$ cat src/rtl/uart_pkg.sv
// Shared UART definitions: frame state encoding and parity selection constants.
// Imported by both the transmitter and the receiver.
package uart_pkg;

    typedef enum logic [2:0] {
        IDLE,
        START,
        DATA,
        PARITY,
        STOP
    } uart_state_t;

    localparam logic PARITY_ODD  = 1'b0;
    localparam logic PARITY_EVEN = 1'b1;

endpackage

$ cat src/rtl/uart_tx.sv
// UART transmitter: frames one word as start, LSB-first data, optional parity and stop bits.
// Bit timing comes from an external phase accumulator held in reset while the line is idle.
module uart_tx #(
    parameter int UART_SIZE = 8,
    parameter int STOP_BITS = 1
) (
    input  logic                 clk,
    input  logic                 reset,
    input  logic                 baud_tick,
    output logic                 phase_accum_reset,
    input  logic [UART_SIZE-1:0] tx_data,
    input  logic                 tx_valid,
    output logic                 tx_ready,
    input  logic                 parity_enable,
    input  logic                 parity_type,
    input  logic                 CTS,
    output logic                 tx_busy,
    output logic                 tx_done,
    output logic                 TX
);
    import uart_pkg::*;

    localparam int                 CNT_W     = $clog2(UART_SIZE) + 1;
    localparam logic [CNT_W-1:0]   LAST_BIT  = CNT_W'(UART_SIZE - 1);
    localparam logic               LAST_STOP = 1'(STOP_BITS - 1);

    uart_state_t            state;
    uart_state_t            next_state;
    logic [UART_SIZE-1:0]   shift_reg;
    logic [CNT_W-1:0]       bit_cnt;
    logic                   stop_cnt;
    logic                   parity_en_q;
    logic                   parity_bit;
    logic                   ready_en;
    logic                   tx_reg;
    logic                   tx_next;
    logic                   done_reg;
    logic                   done_next;
    logic                   accept;

    // ready_en keeps tx_ready low through the first edge after reset releases
    assign tx_ready          = ready_en && (state == IDLE) && CTS;
    assign accept            = tx_valid && tx_ready;
    assign tx_busy           = (state != IDLE);
    assign phase_accum_reset = (state == IDLE);
    assign tx_done           = done_reg;
    assign TX                = tx_reg;

    always_ff @(posedge clk) begin
        if (!reset) begin
            state    <= IDLE;
            tx_reg   <= 1'b1;
            done_reg <= 1'b0;
            ready_en <= 1'b0;
        end else begin
            state    <= next_state;
            tx_reg   <= tx_next;
            done_reg <= done_next;
            ready_en <= 1'b1;
        end
    end

    // tx_next is the line level for the state being entered, so TX stays a pure register
    always_comb begin
        next_state = state;
        tx_next    = 1'b1;
        done_next  = 1'b0;
        case (state)
            IDLE: begin
                if (accept) begin
                    next_state = START;
                    tx_next    = 1'b0;
                end
            end
            START: begin
                tx_next = 1'b0;
                if (baud_tick) begin
                    next_state = DATA;
                    tx_next    = shift_reg[0];
                end
            end
            DATA: begin
                tx_next = shift_reg[0];
                if (baud_tick) begin
                    if (bit_cnt == LAST_BIT) begin
                        if (parity_en_q) begin
                            next_state = PARITY;
                            tx_next    = parity_bit;
                        end else begin
                            next_state = STOP;
                            tx_next    = 1'b1;
                        end
                    end else begin
                        tx_next = shift_reg[1];
                    end
                end
            end
            PARITY: begin
                tx_next = parity_bit;
                if (baud_tick) begin
                    next_state = STOP;
                    tx_next    = 1'b1;
                end
            end
            STOP: begin
                if (baud_tick && (stop_cnt == LAST_STOP)) begin
                    next_state = IDLE;
                    done_next  = 1'b1;
                end
            end
            default: next_state = IDLE;
        endcase
    end

    // Parity is resolved at accept time so only one bit has to be held for the frame
    always_ff @(posedge clk) begin
        if (!reset) begin
            shift_reg   <= '0;
            bit_cnt     <= '0;
            stop_cnt    <= 1'b0;
            parity_en_q <= 1'b0;
            parity_bit  <= 1'b0;
        end else if (accept) begin
            shift_reg   <= tx_data;
            bit_cnt     <= '0;
            stop_cnt    <= 1'b0;
            parity_en_q <= parity_enable;
            parity_bit  <= (^tx_data) ^ (parity_type == PARITY_ODD);
        end else if (baud_tick) begin
            if (state == DATA) begin
                shift_reg <= shift_reg >> 1;
                bit_cnt   <= bit_cnt + CNT_W'(1);
            end
            if (state == STOP) begin
                stop_cnt <= stop_cnt + 1'b1;
            end
        end
    end

endmodule
$ cat config.mk
export PLATFORM = sky130hd
export DESIGN_NAME = uart_tx
export DESIGN_NICKNAME = d
export VERILOG_FILES = /design/src/rtl/uart_pkg.sv /design/src/rtl/uart_tx.sv
export SDC_FILE = /design/constraint.sdc
export NUM_CORES = 1
export LEC_CHECK = 0
export BUFFER_PORTS_ARGS = -buffer_cell sky130_fd_sc_hd__buf_2
export CAP_MARGIN = 20
export CORE_MARGIN = 1
export CORE_UTILIZATION = 35
export CTS_CLUSTER_DIAMETER = 150
export DETAILED_ROUTE_END_ITERATION = 8
export GPL_TIMING_DRIVEN = 0
export SLEW_MARGIN = 0
export SYNTH_ARGS = -nofsm -noshare
export SYNTH_HDL_FRONTEND = slang
export SYNTH_SLANG_ARGS = --single-unit
$ cat constraint.sdc
create_clock -name clk -period 3.25 [get_ports clk]
set_input_delay 0.975 -clock clk [delete_from_list [all_inputs] [get_ports clk]]
set_output_delay 0.975 -clock clk [all_outputs]
set_load 0.01 [all_outputs]
## Word level (Yosys, flattened, before mapping)

Cells that the tools add are included.

| storage, ports and cells | value |
|---|---|
| flip-flop bits (word level) | 21 |
| output and inout port bits | 5 |

| cells by class | value |
|---|---|
| mux-type cells | 20 |
| equality and inequality tests | 11 |
| reduce and logical (&&, ||, !) cells | 15 |
| bitwise gates (word level) | 4 |
| $add $sub $neg | 2 |

Operators by type and width:

| cell | count |
|---|---|
| 8-bit two-way mux | 3 |
| 3-bit two-way mux | 7 |
| 3-bit case mux with 5 select lines | 1 |
| 2-bit inequality test (second input constant) | 5 |
| 1-bit two-way mux | 8 |
| 2-bit AND reduction | 4 |
| 8-bit parity | 1 |
| 3-bit by 2-bit equality test with 1-bit output (second input constant) | 2 |
| 6-bit AND reduction | 1 |
| 4-bit by 1-bit adder with 4-bit output (second input constant) | 1 |
| 4-bit by 3-bit equality test with 1-bit output (second input constant) | 1 |
| 1-bit logical AND | 4 |
| 1-bit case mux with 4 select lines | 1 |
| 2-bit nonzero test | 2 |
| 3-bit by 1-bit equality test with 1-bit output (second input constant) | 1 |
| 3-bit equality test (second input constant) | 1 |
| 3-bit logical NOT | 1 |
| 1-bit NOT | 3 |
| 3-bit nonzero test | 1 |
| 2-bit by 1-bit inequality test with 1-bit output (second input constant) | 1 |
| 2-bit OR reduction | 1 |
| 1-bit adder (second input constant) | 1 |
| 1-bit XOR | 1 |

## Depth between registers and ports, before layout

| logic depth | value |
|---|---|
| word-level depth | 6 |
| mapped depth | 6 |

## Least setup slack after synthesis

Ideal clock, no wire load.

| path | value |
|---|---|
| path kind | input port to output port |
| start point | input port CTS |
| end point | output port tx_ready |
| cell stages on the path | 1 |
| slack | 1.120 ns |
| arrival time | 1.155 ns |
| data required time | 2.275 ns |
| path through | and3_1 |

| on the way | value |
|---|---|
| word-level cells in the longest chain between the ends | 1 |

RTL lines:

| what | RTL line | source |
|---|---|---|
| start: declaration | uart_tx.sv:16 | `input logic CTS,` |
| 1-bit logical AND | uart_tx.sv:42 | `assign tx_ready = ready_en && (state == IDLE) && CTS;` |
| end: declaration | uart_tx.sv:13 | `output logic tx_ready,` |

No other way between the ends.

## Worst setup path after layout

| path | value |
|---|---|
| start point | register state[1] |
| end point | output port tx_ready |

| on the way | value |
|---|---|
| word-level cells in the longest chain between the ends | 3 |

RTL lines:

| what | RTL line | source |
|---|---|---|
| start: declaration | uart_tx.sv:27 | `uart_state_t state;` |
| start signal: assignment | uart_tx.sv:56 | `state <= next_state;` |
| 3-bit logical NOT | uart_tx.sv:42 |  |
| 1-bit logical AND (2 in a row) | uart_tx.sv:42 |  |

No other way between the ends.

==> key figures <==
Pwr
  – Max rail drop VDD: 0.000275 V
  – P_leak: 0.000483 µW
  – PD cells: 407 nW/µm²

STA
  – Final count of pins violating max slew: 0
  – Final WS setup: 906 ps
  – Worst hold margin: 461 ps
  – Post-route clock period utilization: 0.721
  – Worst slew pin tran: 342 ps
  – RSZ-0062 raised after global routing: false
  – Slew margin rel.: 0.771
  – Max Clk Rate: 427 MHz
  – Clk_skew: 5.50 ps
  – Tmin final: 2340 ps
  – Final TNS setup: 0 ps
  – Setup violators final: 0
  – Final Hold Viols: 0

Yosys
  – Dominant synthesized flop cell: dfxtp_1
  – Number of synthesized flops with an enable pin: 0
  – Most area-hungry cell type in the Yosys netlist: dfxtp_1
  – Mean area per synthesized cell: 8.91 µm²
  – Post-synthesis net count: 134
  – YS warnings: 0
  – Register area share after synthesis: 0.400
  – Asr flop ratio synth: 0
  – Yosys top cell area share: 0.400
  – Synth Register Bits: 21
  – Post-synth cell types: 37
  – Syn Inst Count: 118
  – Synth Cell Area: 1050 µm²
  – Largest cells by area after synthesis: dfxtp_1 (40%), xnor2_1 (5.8%), a22oi_1 (5.7%)

Floorplan
  – Die area: 3230 µm²
  – Core footprint: 2810 µm²
  – Rows: 19
  – Die Wd: 56.8 µm
  – Starting Density: 0.375
  – Die Height: 56.8 µm
  – I/O pins: 20

Clocking
  – Post-CTS sizing: 0
  – Skew-Pair Late Insertion Delay: 300 ps
  – Post-CTS Setup Bufs: 0
  – Clock transition at path regs: 120 ps
  – Max clock buf depth: 2
  – Clock sinks: 21
  – Max H-tree Level: 1
  – Num CTS Buffers: 3
  – CTS tree: yes
  – Clock root buffer: clkbuf_4
  – Hold buffers post-CTS: 0

Placed design
  – I/O Buffers: 19
  – HPWL after DPL: 1570 µm
  – Pre-CTS WS: 913 ps
  – Global placer's final weighted congestion: 0.776

Detailed routing
  – WL final: 2110 µm
  – 1st-pass router iterations: 6
  – Initial DRC count: 23
  – Detail Route Antenna Nets: 0
  – Remaining DRCs: 4
  – Avg WL per Cell: 12.3 µm
  – Via count: 904
  – Vias/cell: 5.26

Worst hold path
  – Worst hold path type: reg -> reg
  – Hold Path Depth: 2

Final layout
  – Max FFs per register: 8
  – # nets final: 158
  – Antenna diodes: 0
  – Area delta synth->final: 15.2%
  – Ratio of cells with drive above 1 in the final layout: 0.213

Setup path
  – CP cell instances: buf_2, nor3_1, and3_1, buf_2
  – Crit path DAT: 1370 ps
  – Cell mode on critical path: buf_2
  – Crit path capture type: output pin
  – Crit path max-delay family: simple AND/OR/NAND/NOR gates
  – CP max-delay cell: dfxtp_1
  – Critical path depth: 4
  – Cell depth of the worst flop-to-flop path: 5
  – Critical path peak fanout: 10
  – Worst stage delay on the critical path: 330 ps
  – Bufs and invs on worst path: 2
  – Startpoint Class: flip-flop
  – CP required: 2270 ps
  – Crit Path Class: reg -> out

Global route
  – GR Overflow Total: 0
  – First-pass GRT wire length: 3410 µm
  – Initial antenna violation count: 0
  – Vias in the first global route: 800
  – Largest net degree at the start of global routing: 12
  – GR Util All Layers: 0.134

Run status
  – Failing checks: DRC
  – Status: finished, violations left

Job
  – Max-Cap Viols: 0
## cells in the final DEF, fill, tap and decap left out, types with 2 or more instances in the layout
cell type   n
a21oi_1     9
a22oi_1     8
a31oi_1     2
and3_1      2
buf_2      20
buf_6       2
clkbuf_4    3
dfxtp_1    21
inv_1       4
mux2i_1     2
nand2_1    15
nand2b_1    3
nor2_1      7
nor2b_1     2
nor3_1      5
nor4_1      2
o2111ai_1   2
o21ai_0     3
xnor2_1     7
xor2_1      3
## cells in the mapped netlist (3+ instances only)
master,number
o21ai_0,3
nor2_1,7
inv_1,4
nor3_1,5
a21oi_1,9
nand2_1,15
a22oi_1,8
nand2b_1,3
xnor2_1,7
xor2_1,3
dfxtp_1,21
## metal layers
layer | up-vias | wire length [µm] | GRT usage
li1 | 465 | - | -
met1 | 410 | 1010 | 0.178
met2 | 27 | 956 | 0.206
met3 | 2 | 136 | 0.0576
met4 | 0 | 11 | 0.0209
met5 | - | 0 | 0
## metrics by stage
| stage | util | cells | area, µm² | power [µW] |
|---|---|---|---|---|
| 2_1_floorplan | - | 118 | 1050 | 342 |
| 3_3_place_gp | 0.422 | 168 | 1180 | 370 |
| 3_5_place_dp | 0.422 | 168 | 1180 | 372 |
| 4_1_cts | 0.432 | 172 | 1210 | 498 |
| 5_1_grt | 0.432 | 172 | 1210 | 520 |
| 6_report | 0.432 | 172 | 1210 | 492 |
## logic make-up (layout without fill, tap and decap cells)
logic type,Yosys count,count (layout),synth area share
multiplexers,2,2,0.0190
XOR/XNOR,11,11,0.105
AO/OA/AOI/OAI,30,30,0.194
buffers and inverters,9,32,0.0512
AND/OR/NAND/NOR,44,44,0.219
adder cells (fa/ha/maj),1,1,0.0119
flip-flops,21,21,0.400
## final cells by class
type,instances,area (µm²)
Fill cell,292,1590
Timing Repair Buffer,19,95.1
Tap cell,31,38.8
Inverter,5,18.8
Multi-Input combinational cell,88,577
Buffer,4,35.0
Clock buffer,4,26.3
Sequential cell,21,420
## final timing paths
check	from	to	slack, ps
setup reg to reg	bit_cnt[0]$_SDFFE_PP0P_	state[1]$_SDFFE_PN0P_	1670
hold reg to reg	shift_reg[5]$_SDFFE_PN0P_	shift_reg[5]$_SDFFE_PN0P_	460
hold / removal	shift_reg[5]$_SDFFE_PN0P_	shift_reg[5]$_SDFFE_PN0P_	460
setup / recovery	state[1]$_SDFFE_PN0P_	tx_ready	910
## where the power goes
part           internal [µW]  leakage (µW)  switching (µW)  total (µW)
sequential               267      0.000171            4.91         272
combinational           44.8      0.000297            48.5        93.3
clock                   47.8     0.0000150            79.5         127
## tightest hold or removal path, cell delays in order, from the launching register on
cell and delay, ps:
dfxtp_1 330, nand2_1 50, a21oi_1 50
Power figures use the tool's default switching activity.
